<file path="config.mk">
export PLATFORM = sky130hd
export DESIGN_NAME = hazard_stall_unit
export DESIGN_NICKNAME = d
export VERILOG_FILES = /design/src/rtl/hazard_stall_unit_pkg.sv /design/src/rtl/mul_stall_fsm.sv /design/src/rtl/hazard_stall_unit.sv
export SDC_FILE = /design/constraint.sdc
export NUM_CORES = 1
export LEC_CHECK = 0
export CAP_MARGIN = 5
export CORE_ASPECT_RATIO = 0.75
export CORE_MARGIN = 10
export CORE_UTILIZATION = 44
export DETAILED_ROUTE_END_ITERATION = 6
export MAX_ROUTING_LAYER = met4
export PLACE_DENSITY = 0.82
export SKIP_CTS_REPAIR_TIMING = 1
export SYNTH_ARGS = -nofsm -noshare
export SYNTH_HDL_FRONTEND = slang
export SYNTH_SLANG_ARGS = --single-unit
export TNS_END_PERCENT = 50
</file>
<file path="constraint.sdc">
create_clock -name clk -period 3.1 [get_ports clk]
set_input_delay 0.465 -clock clk [delete_from_list [all_inputs] [get_ports clk]]
set_output_delay 0.465 -clock clk [all_outputs]
set_load 0.005 [all_outputs]
</file>
<file path="src/rtl/hazard_stall_unit_pkg.sv">
// ----------------------------------------------------------------------------
// hazard_stall_unit_pkg
//
// Shared definitions for the pipeline hazard unit:
//   - REG_FILE_ADDR_LEN  : default register address width (REG_ADDR_W)
//   - MUL_CYCLES_DEFAULT : default number of cycles a MUL occupies EXE
//   - CNT_W_DEFAULT      : default stall counter width
//   - mul_state_t        : multiply FSM state encodings MUL_ST_IDLE/MUL_ST_BUSY
// ----------------------------------------------------------------------------
package hazard_stall_unit_pkg;

    localparam int REG_FILE_ADDR_LEN  = 5;
    localparam int MUL_CYCLES_DEFAULT = 4;
    localparam int CNT_W_DEFAULT      = 16;

    typedef enum logic {
        MUL_ST_IDLE = 1'b0,
        MUL_ST_BUSY = 1'b1
    } mul_state_t;

endpackage : hazard_stall_unit_pkg

</file>
<file path="src/rtl/mul_stall_fsm.sv">
// ----------------------------------------------------------------------------
// mul_stall_fsm
//
// Holds a multi-cycle MUL in the EXE stage. When a MUL is seen in EXE while
// idle, mul_hold is raised for MUL_CYCLES-1 cycles; it drops on the last
// cycle so the MUL leaves EXE on the following edge. A MUL still present
// afterwards is treated as a new one and gets its own full count.
//
// Parameters:
//   MUL_CYCLES  cycles a MUL occupies EXE (>= 1; 1 means never hold)
//
// Ports:
//   clk         clock, rising edge
//   rst_n       asynchronous active-low reset
//   exe_is_mul  EXE instruction is a MUL
//   mul_hold    hold ID/EXE and bubble EX/MEM this cycle
// ----------------------------------------------------------------------------
module mul_stall_fsm
    import hazard_stall_unit_pkg::*;
#(
    parameter int MUL_CYCLES = MUL_CYCLES_DEFAULT
) (
    input  logic clk,
    input  logic rst_n,
    input  logic exe_is_mul,
    output logic mul_hold
);

    generate
        if (MUL_CYCLES > 1) begin : g_fsm
            // Counter only ever holds values up to MUL_CYCLES-1.
            localparam int CW = (MUL_CYCLES > 2) ? $clog2(MUL_CYCLES) : 1;

            mul_state_t    state_reg;
            mul_state_t    state_next;
            logic [CW-1:0] cnt_reg;
            logic [CW-1:0] cnt_next;
            logic          hold_next;

            always_ff @(posedge clk or negedge rst_n) begin
                if (!rst_n) begin
                    state_reg <= MUL_ST_IDLE;
                    cnt_reg   <= '0;
                end else begin
                    state_reg <= state_next;
                    cnt_reg   <= cnt_next;
                end
            end

            always_comb begin
                state_next = state_reg;
                cnt_next   = cnt_reg;
                hold_next  = 1'b0;
                case (state_reg)
                    MUL_ST_IDLE: begin
                        if (exe_is_mul) begin
                            hold_next  = 1'b1;
                            cnt_next   = CW'(MUL_CYCLES - 1);
                            state_next = MUL_ST_BUSY;
                        end
                    end
                    MUL_ST_BUSY: begin
                        if (cnt_reg > CW'(1)) begin
                            hold_next = 1'b1;
                            cnt_next  = cnt_reg - CW'(1);
                        end else begin
                            // Last EXE cycle of the MUL: release the hold so
                            // the pipeline advances on this edge.
                            hold_next  = 1'b0;
                            cnt_next   = '0;
                            state_next = MUL_ST_IDLE;
                        end
                    end
                    default: begin
                        state_next = MUL_ST_IDLE;
                        cnt_next   = '0;
                    end
                endcase
            end

            assign mul_hold = hold_next;
        end else begin : g_no_fsm
            // Single-cycle MUL: nothing to hold.
            logic unused_mul_in;
            assign unused_mul_in = ^{clk, rst_n, exe_is_mul};
            assign mul_hold      = 1'b0;
        end
    endgenerate

endmodule : mul_stall_fsm

</file>
<file path="src/rtl/hazard_stall_unit.sv">
// ----------------------------------------------------------------------------
// hazard_stall_unit
//
// Pipeline hazard unit beside the ID stage. Detects RAW hazards between the
// ID sources and the EXE/MEM destinations, holds a multi-cycle MUL in EXE,
// drives freeze/flush/bubble controls and counts stall cycles.
//
// Build option:
//   FORWARDING_EN  defined   : only load-use against EXE stalls.
//                  undefined : any writer in EXE or MEM that matches stalls.
//
// Parameters:
//   MUL_CYCLES  cycles a MUL occupies EXE (>= 1)
//   REG_ADDR_W  register address width
//   CNT_W       stall counter width
//
// Ports:
//   clk, rst_n                 clock, asynchronous active-low reset
//   src1, src2, two_src        ID sources; src2 only valid with two_src
//   exe_dest, exe_wb_en        EXE destination / writes back
//   exe_mem_r_en, exe_is_mul   EXE is a load / is a MUL
//   mem_dest, mem_wb_en        MEM destination / writes back
//   branch_taken               branch/jump resolved taken in ID
//   hazard_detected            bubble into ID/EXE
//   pc_freeze, if_id_freeze    hold PC and IF/ID
//   id_exe_hold                hold ID/EXE (MUL stays in EXE)
//   exe_mem_bubble             bubble into EX/MEM
//   if_id_flush                squash IF/ID
//   stall_count                saturating count of frozen cycles
// ----------------------------------------------------------------------------
module hazard_stall_unit
    import hazard_stall_unit_pkg::*;
#(
    parameter int MUL_CYCLES = MUL_CYCLES_DEFAULT,
    parameter int REG_ADDR_W = REG_FILE_ADDR_LEN,
    parameter int CNT_W      = CNT_W_DEFAULT
) (
    input  logic                  clk,
    input  logic                  rst_n,
    input  logic [REG_ADDR_W-1:0] src1,
    input  logic [REG_ADDR_W-1:0] src2,
    input  logic                  two_src,
    input  logic [REG_ADDR_W-1:0] exe_dest,
    input  logic                  exe_wb_en,
    input  logic                  exe_mem_r_en,
    input  logic                  exe_is_mul,
    input  logic [REG_ADDR_W-1:0] mem_dest,
    input  logic                  mem_wb_en,
    input  logic                  branch_taken,
    output logic                  hazard_detected,
    output logic                  pc_freeze,
    output logic                  if_id_freeze,
    output logic                  id_exe_hold,
    output logic                  exe_mem_bubble,
    output logic                  if_id_flush,
    output logic [CNT_W-1:0]      stall_count
);

    // Stage 0 = EXE, stage 1 = MEM.
    logic [REG_ADDR_W-1:0] stage_dest [2];
    logic [1:0]            stage_match;
    logic                  data_hz;
    logic                  mul_hold;
    logic                  freeze;
    logic [CNT_W-1:0]      count_reg;

    assign stage_dest[0] = exe_dest;
    assign stage_dest[1] = mem_dest;

    // Register 0 is hard-wired, so it can never carry a dependency.
    generate
        for (genvar gi = 0; gi < 2; gi++) begin : g_match
            assign stage_match[gi] = (stage_dest[gi] != '0) &&
                                     ((stage_dest[gi] == src1) ||
                                      (two_src && (stage_dest[gi] == src2)));
        end
    endgenerate

`ifdef FORWARDING_EN
    // Everything except a load result in EXE can be forwarded.
    assign data_hz = exe_mem_r_en & stage_match[0];

    logic unused_fwd;
    assign unused_fwd = ^{exe_wb_en, mem_wb_en, stage_match[1]};
`else
    assign data_hz = (exe_wb_en & stage_match[0]) | (mem_wb_en & stage_match[1]);

    logic unused_nofwd;
    assign unused_nofwd = exe_mem_r_en;
`endif

    mul_stall_fsm #(
        .MUL_CYCLES (MUL_CYCLES)
    ) u_mul_stall_fsm (
        .clk        (clk),
        .rst_n      (rst_n),
        .exe_is_mul (exe_is_mul),
        .mul_hold   (mul_hold)
    );

    assign freeze = data_hz | mul_hold;

    // Stall counter saturates at all-ones rather than wrapping.
    always_ff @(posedge clk or negedge rst_n) begin
        if (!rst_n) begin
            count_reg <= '0;
        end else if (freeze && (count_reg != '1)) begin
            count_reg <= count_reg + CNT_W'(1);
        end
    end

    // All outputs are gated low while reset is asserted. While ID/EXE is held
    // by a MUL no bubble is inserted, and a stalled branch has not resolved
    // so it must not flush.
    assign id_exe_hold     = rst_n & mul_hold;
    assign exe_mem_bubble  = rst_n & mul_hold;
    assign pc_freeze       = rst_n & freeze;
    assign if_id_freeze    = rst_n & freeze;
    assign hazard_detected = rst_n & data_hz & ~mul_hold;
    assign if_id_flush     = rst_n & branch_taken & ~freeze;
    assign stall_count     = rst_n ? count_reg : '0;

endmodule : hazard_stall_unit

</file>
# Word-level counts from Yosys, hierarchy flattened
# Cells that the tools add are included.
# W data, S select, Z words.
[word_totals]
reg_bits = 19
input_bits = 28
out_inout_bits = 22
elab_cells = 41
[op_classes]
n_addsub = 2
order_cmp = 1
n_eq_ne = 6
n_mux = 7
bitwise_logic = 13
n_reduce_logical = 9
[op_table]
columns = ["op", "count"]
rows = [
  ["$eq A5 B5 Y1", 4],
  ["$add A16 B1 Y16 const B", 1],
  ["$mux W16", 1],
  ["$ne A16 B16 Y1 const B", 1],
  ["$reduce_bool A5 Y1", 2],
  ["$and A1 B1 Y1", 8],
  ["$logic_and A1 B1 Y1", 5],
  ["$mux W2", 2],
  ["$pmux W2 S2", 1],
  ["$not A1 Y1", 3],
  ["$gt A2 B1 Y1 const B", 1],
  ["$logic_or A1 B1 Y1", 2],
  ["$mux W1", 2],
  ["$ne A2 B2 Y1 const B", 1],
  ["$or A1 B1 Y1", 2],
  ["$pmux W1 S2", 1],
  ["$sub A2 B1 Y2 const B", 1],
]

# Logic depth before layout (Yosys ltp)
[depth]
word_depth = 9
mapped_depth = 7
depth_no_buf = 7

# By module
# Synthesis repeated with hierarchy kept, for this count alone.
[unflattened]
cells_unflattened = 144
hier_area_um2 = 1327.5
[modules_own_cells]
columns = ["module", "n_inst", "cells_per_inst", "area_per_inst_um2", "seq_area_each_um2"]
rows = [
  ["hazard_stall_unit", 1, 133, 1217.4, 400.4],
  ["mul_stall_fsm", 1, 11, 110.1, 75.1],
]

# Worst setup path before layout
# OpenSTA, ideal clock, no wires.
[synth_timing]
path_kind = "input-to-output"
start = "input exe_dest[1]"
end = "output pc_freeze"
arrival_time_ps = 2029
required_time_ps = 2635
setup_slack_ps = 606
stages = 6
n_path_buf = 2
cell_sequence = "or4_2 o21ai_0 o221a_2 buf_6 and2b_2 buf_4"
[synth_via]
elab_chain_cells = 8
word_cells_on_any_way = 10
classes_between = "2 x eq/ne; 4 x bitwise; 4 x reduce/logical"
[synth_lines]
columns = ["item", "line", "source"]
rows = [
  ["start, declared", "hazard_stall_unit.sv:43", "input logic [REG_ADDR_W-1:0] exe_dest,"],
  ["$eq A5 B5 Y1", "hazard_stall_unit.sv:75", "(two_src && (stage_dest[gi] == src2)));"],
  ["$logic_and A1 B1 Y1", "hazard_stall_unit.sv:75", ""],
  ["$logic_or A1 B1 Y1", "hazard_stall_unit.sv:74", "((stage_dest[gi] == src1) ||"],
  ["$logic_and A1 B1 Y1 (*)", "hazard_stall_unit.sv:73", "assign stage_match[gi] = (stage_dest[gi] != '0) &&"],
  ["$and A1 B1 Y1 (*)", "hazard_stall_unit.sv:86", "assign data_hz = (exe_wb_en & stage_match[0]) | (mem_wb_en & stage_match[1]);"],
  ["$or A1 B1 Y1 (*)", "hazard_stall_unit.sv:86", ""],
  ["$or A1 B1 Y1 (*)", "hazard_stall_unit.sv:101", "assign freeze = data_hz | mul_hold;"],
  ["$and A1 B1 Y1 (*)", "n/a", ""],
  ["end, declared", "hazard_stall_unit.sv:51", "output logic pc_freeze,"],
]
# Mark *: on every way between the ends. The rest lies on a longest branch, timed or not.

# Worst setup path in the final report
[layout_timing]
start = "input exe_dest[1]"
end = "output if_id_flush"
[layout_via]
elab_chain_cells = 9
word_cells_on_any_way = 11
classes_between = "2 x eq/ne; 5 x bitwise; 4 x reduce/logical"
[layout_lines]
columns = ["item", "line", "source"]
rows = [
  ["$eq A5 B5 Y1", "hazard_stall_unit.sv:75", ""],
  ["$logic_and A1 B1 Y1", "hazard_stall_unit.sv:75", ""],
  ["$logic_or A1 B1 Y1", "hazard_stall_unit.sv:74", ""],
  ["$logic_and A1 B1 Y1 (*)", "hazard_stall_unit.sv:73", ""],
  ["$and A1 B1 Y1 (*)", "hazard_stall_unit.sv:86", ""],
  ["$or A1 B1 Y1 (*)", "hazard_stall_unit.sv:86", ""],
  ["$or A1 B1 Y1 (*)", "hazard_stall_unit.sv:101", ""],
  ["$not A1 Y1 (*)", "hazard_stall_unit.sv:120", "assign if_id_flush = rst_n & branch_taken & ~freeze;"],
  ["$and A1 B1 Y1 (*)", "hazard_stall_unit.sv:120", ""],
  ["end, declared", "hazard_stall_unit.sv:55", "output logic if_id_flush,"],
]
# Marks and branches as above.

==> results.cfg <==
[critical_path]
worstPathCellList = clkdlybuf4s50_1, or4_2, o21ai_2, o221a_2, and3_2, clkdlybuf4s50_1
reg2reg_setup_slack_ns = 1.01
required_ns = 2.63
slowest_stage = or4_2
cp.arrival_ns = 2.67
path_class = in2out
cp_max_fo = 3
cp_slowest_stage_delay_ns = 0.70
crit_top_cell = clkdlybuf4s50_1
startpoint_type = input port
r2r.worst_path.cells = 7
r2r-start = count_reg[0]
cp-end-kind = primary output
r2r_end = count_reg[15]

[timing]
setup-violations-final = 1
hold_violations = 0
tightestPinTransition_ns = 0.3473
rsz0062_at_grt = yes
fin_crit_ns = 3.130
max_slew_margin = 0.7678
fin_ws_ns = -0.03004
worst_clock_skew_ns = 0.005863
fmax_mhz = 319.5
final_max_slew_viol_count = 0
finalCritPeriodShare = 1.010

[synthesis]
synth_area_mm2 = 0.001366
avgSynthCellArea_um2 = 9.423
yosysTopAreaCellShare = 0.3480
syn_inst = 145
synth_top_area_cell = dfrtp_1
ys_seq_area_frac = 0.3480
ys_ff_latch = 19
yosysUniqueCellTypes = 39
syn_nets = 174
synth_area_leaders = dfrtp_1, xor2_1, and2_1, nand2_1, nor3_1
ys_warn_count = 0

[placed_design]
placed_cells = 237
io_buffers = 48
gp_congestion = 0.9450
dpl.hpwl_um = 3078

[floorplan]
pin_count = 50
die_area_mm2 = 0.005757
die_y_um = 68.26
core_mm2 = 0.002957
rows = 17
start_util = 0.4621
dieWidth_um = 84.35

[clocking]
ctsHtreeMaxLevel = 1
numCtsBuffers = 3
cts_tree = done
clk_path_buf_depth = 2
cts-root-buf = clkbuf_8
clk_latency_ns = 0.25
clk_pin_slew_worst_paths_ns = 0.07
cts_sinks = 19

[run]
maxCapViolations = 0

[cells_and_area]
layout_commonest_cell = clkdlybuf4s50_1
largest_reg_flops = 16
area_delta_synth_final_pct = 48.26
fin_util = 0.6851
final_cell_mix = clkdlybuf4s50_1, xor2_1, dfrtp_1
layout.nets = 233
fin_cells = 241
antennaDiodeCount = 0
drive_above_1_share = 0.1478

[drt]
drt_drc_violations_left = 0
first_pass_iters = 4
drt_wl_total_um = 3760
vias = 1241
drt-vias-per-instance = 5.149
routedWlPerCell_um = 15.60
drtIter0Drc = 47
ant_nets = 0

[global_route]
grt_start_max_net_pins = 40
antenna_found_initial = 0
grt_pass1_wl_um = 6175
overflow = 0
grt_use_total = 0.1339
grt_pass1_vias = 1278

[worst_hold_path]
min_to = count_reg[8]
hold_class = reg2reg
whs_path_depth = 1
min_from = count_reg[8]

[power_and_ir_drop]
p_per_area_mw_per_mm2 = 634.1
ir_worst_vdd_uv = 557.9
power.leakage_nw = 0.8343

[run_status]
outcome = complete, but fails checks
failed_checks = setup timing
## synth_stat cells, drive strengths merged
| cell | count |
|---|---|
| o21a | 1 |
| a311oi | 3 |
| a21oi | 1 |
| xnor2 | 3 |
| nor3 | 7 |
| nand2b | 2 |
| nor3b | 2 |
| mux2 | 3 |
| or4 | 2 |
| o21ai | 3 |
| nand3 | 6 |
| buf | 3 |
| a31oi | 1 |
| nor2 | 6 |
| and2b | 1 |
| o31a | 1 |
| o22ai | 1 |
| dfrtp | 19 |
| nand4 | 2 |
| clkbuf | 2 |
| or2 | 3 |
| o221a | 1 |
| inv | 2 |
| and3 | 4 |
| a32oi | 2 |
| and2 | 18 |
| xor2 | 30 |
| nor4 | 5 |
| nand2 | 10 |
| ha | 1 |
## per-layer routing
layer	vias up	track usage	share of wire	wire length, um
met5	-	-	0	0
met4	0	0.03484	0.017	64
met3	8	0.03796	0.042	157
met2	25	0.2348	0.49	1850
met1	589	0.1492	0.45	1687
li1	619	-	-	-
## cell families after synthesis
family,Yosys count,share of synthesized area
buffers and inverters,7,0.03022
XOR/XNOR,33,0.2115
AND/OR/NAND/NOR,68,0.3004
multiplexers,3,0.02472
flip-flops,19,0.3480
adder cells (fa/ha/maj),1,0.009156
AO/OA/AOI/OAI,14,0.07601
## per-stage QoR
step                      power, mW  hold slack, ns  setup TNS [ns]  worst slack (ns)  instance area (um^2)
after global placement        1.089          0.4672         -0.2155          -0.07667                  1956
after CTS                     1.294          0.4866         -0.4420           -0.1495                  2001
final                         1.284          0.4844        -0.03004          -0.03004                  2026
after detailed placement      1.121          0.4726         -0.4384           -0.1467                  1956
after global routing          1.384          0.5094        -0.06584          -0.06584                  2026
after floorplan              0.8412          0.1694               0            0.6063                  1366
## report_power, final
group / switching, mW / internal [mW] / leakage [nW] / total, mW
logic: 0.278 / 0.358 / 0.607 / 0.636
clock network: 0.0768 / 0.0912 / 0.0228 / 0.168
registers: 0.124 / 0.356 / 0.205 / 0.481
## worst max path at each step
stage | from | end | slack [ns] | cells past startpoint
finish | exe_dest[1] | if_id_flush | -0.03 | 6
global route | exe_dest[1] | if_id_flush | -0.07 | 6
CTS | exe_dest[1] | if_id_flush | -0.15 | 6
detailed placement | exe_dest[1] | if_id_flush | -0.15 | 6
global placement | exe_dest[1] | if_id_flush | -0.08 | 6
floorplan | exe_dest[1] | pc_freeze | 0.61 | 6
## worst max-delay path: cells and delay by family
kind / cells / cell delay (ns)
buffers and inverters: 2 / 0.94
and+or+nand+nor: 2 / 0.88
AOI/OAI and AO/OA: 2 / 0.39
## cell type report
type	count	area, um^2
clock buffer	4	45.04
timing repair buffer	59	583.1
sequential	19	475.5
inverter	2	7.507
tap	38	47.55
fill	223	930.9
multi-input combinational	119	867.1
Note: power is estimated with default switching activity, not from simulation.
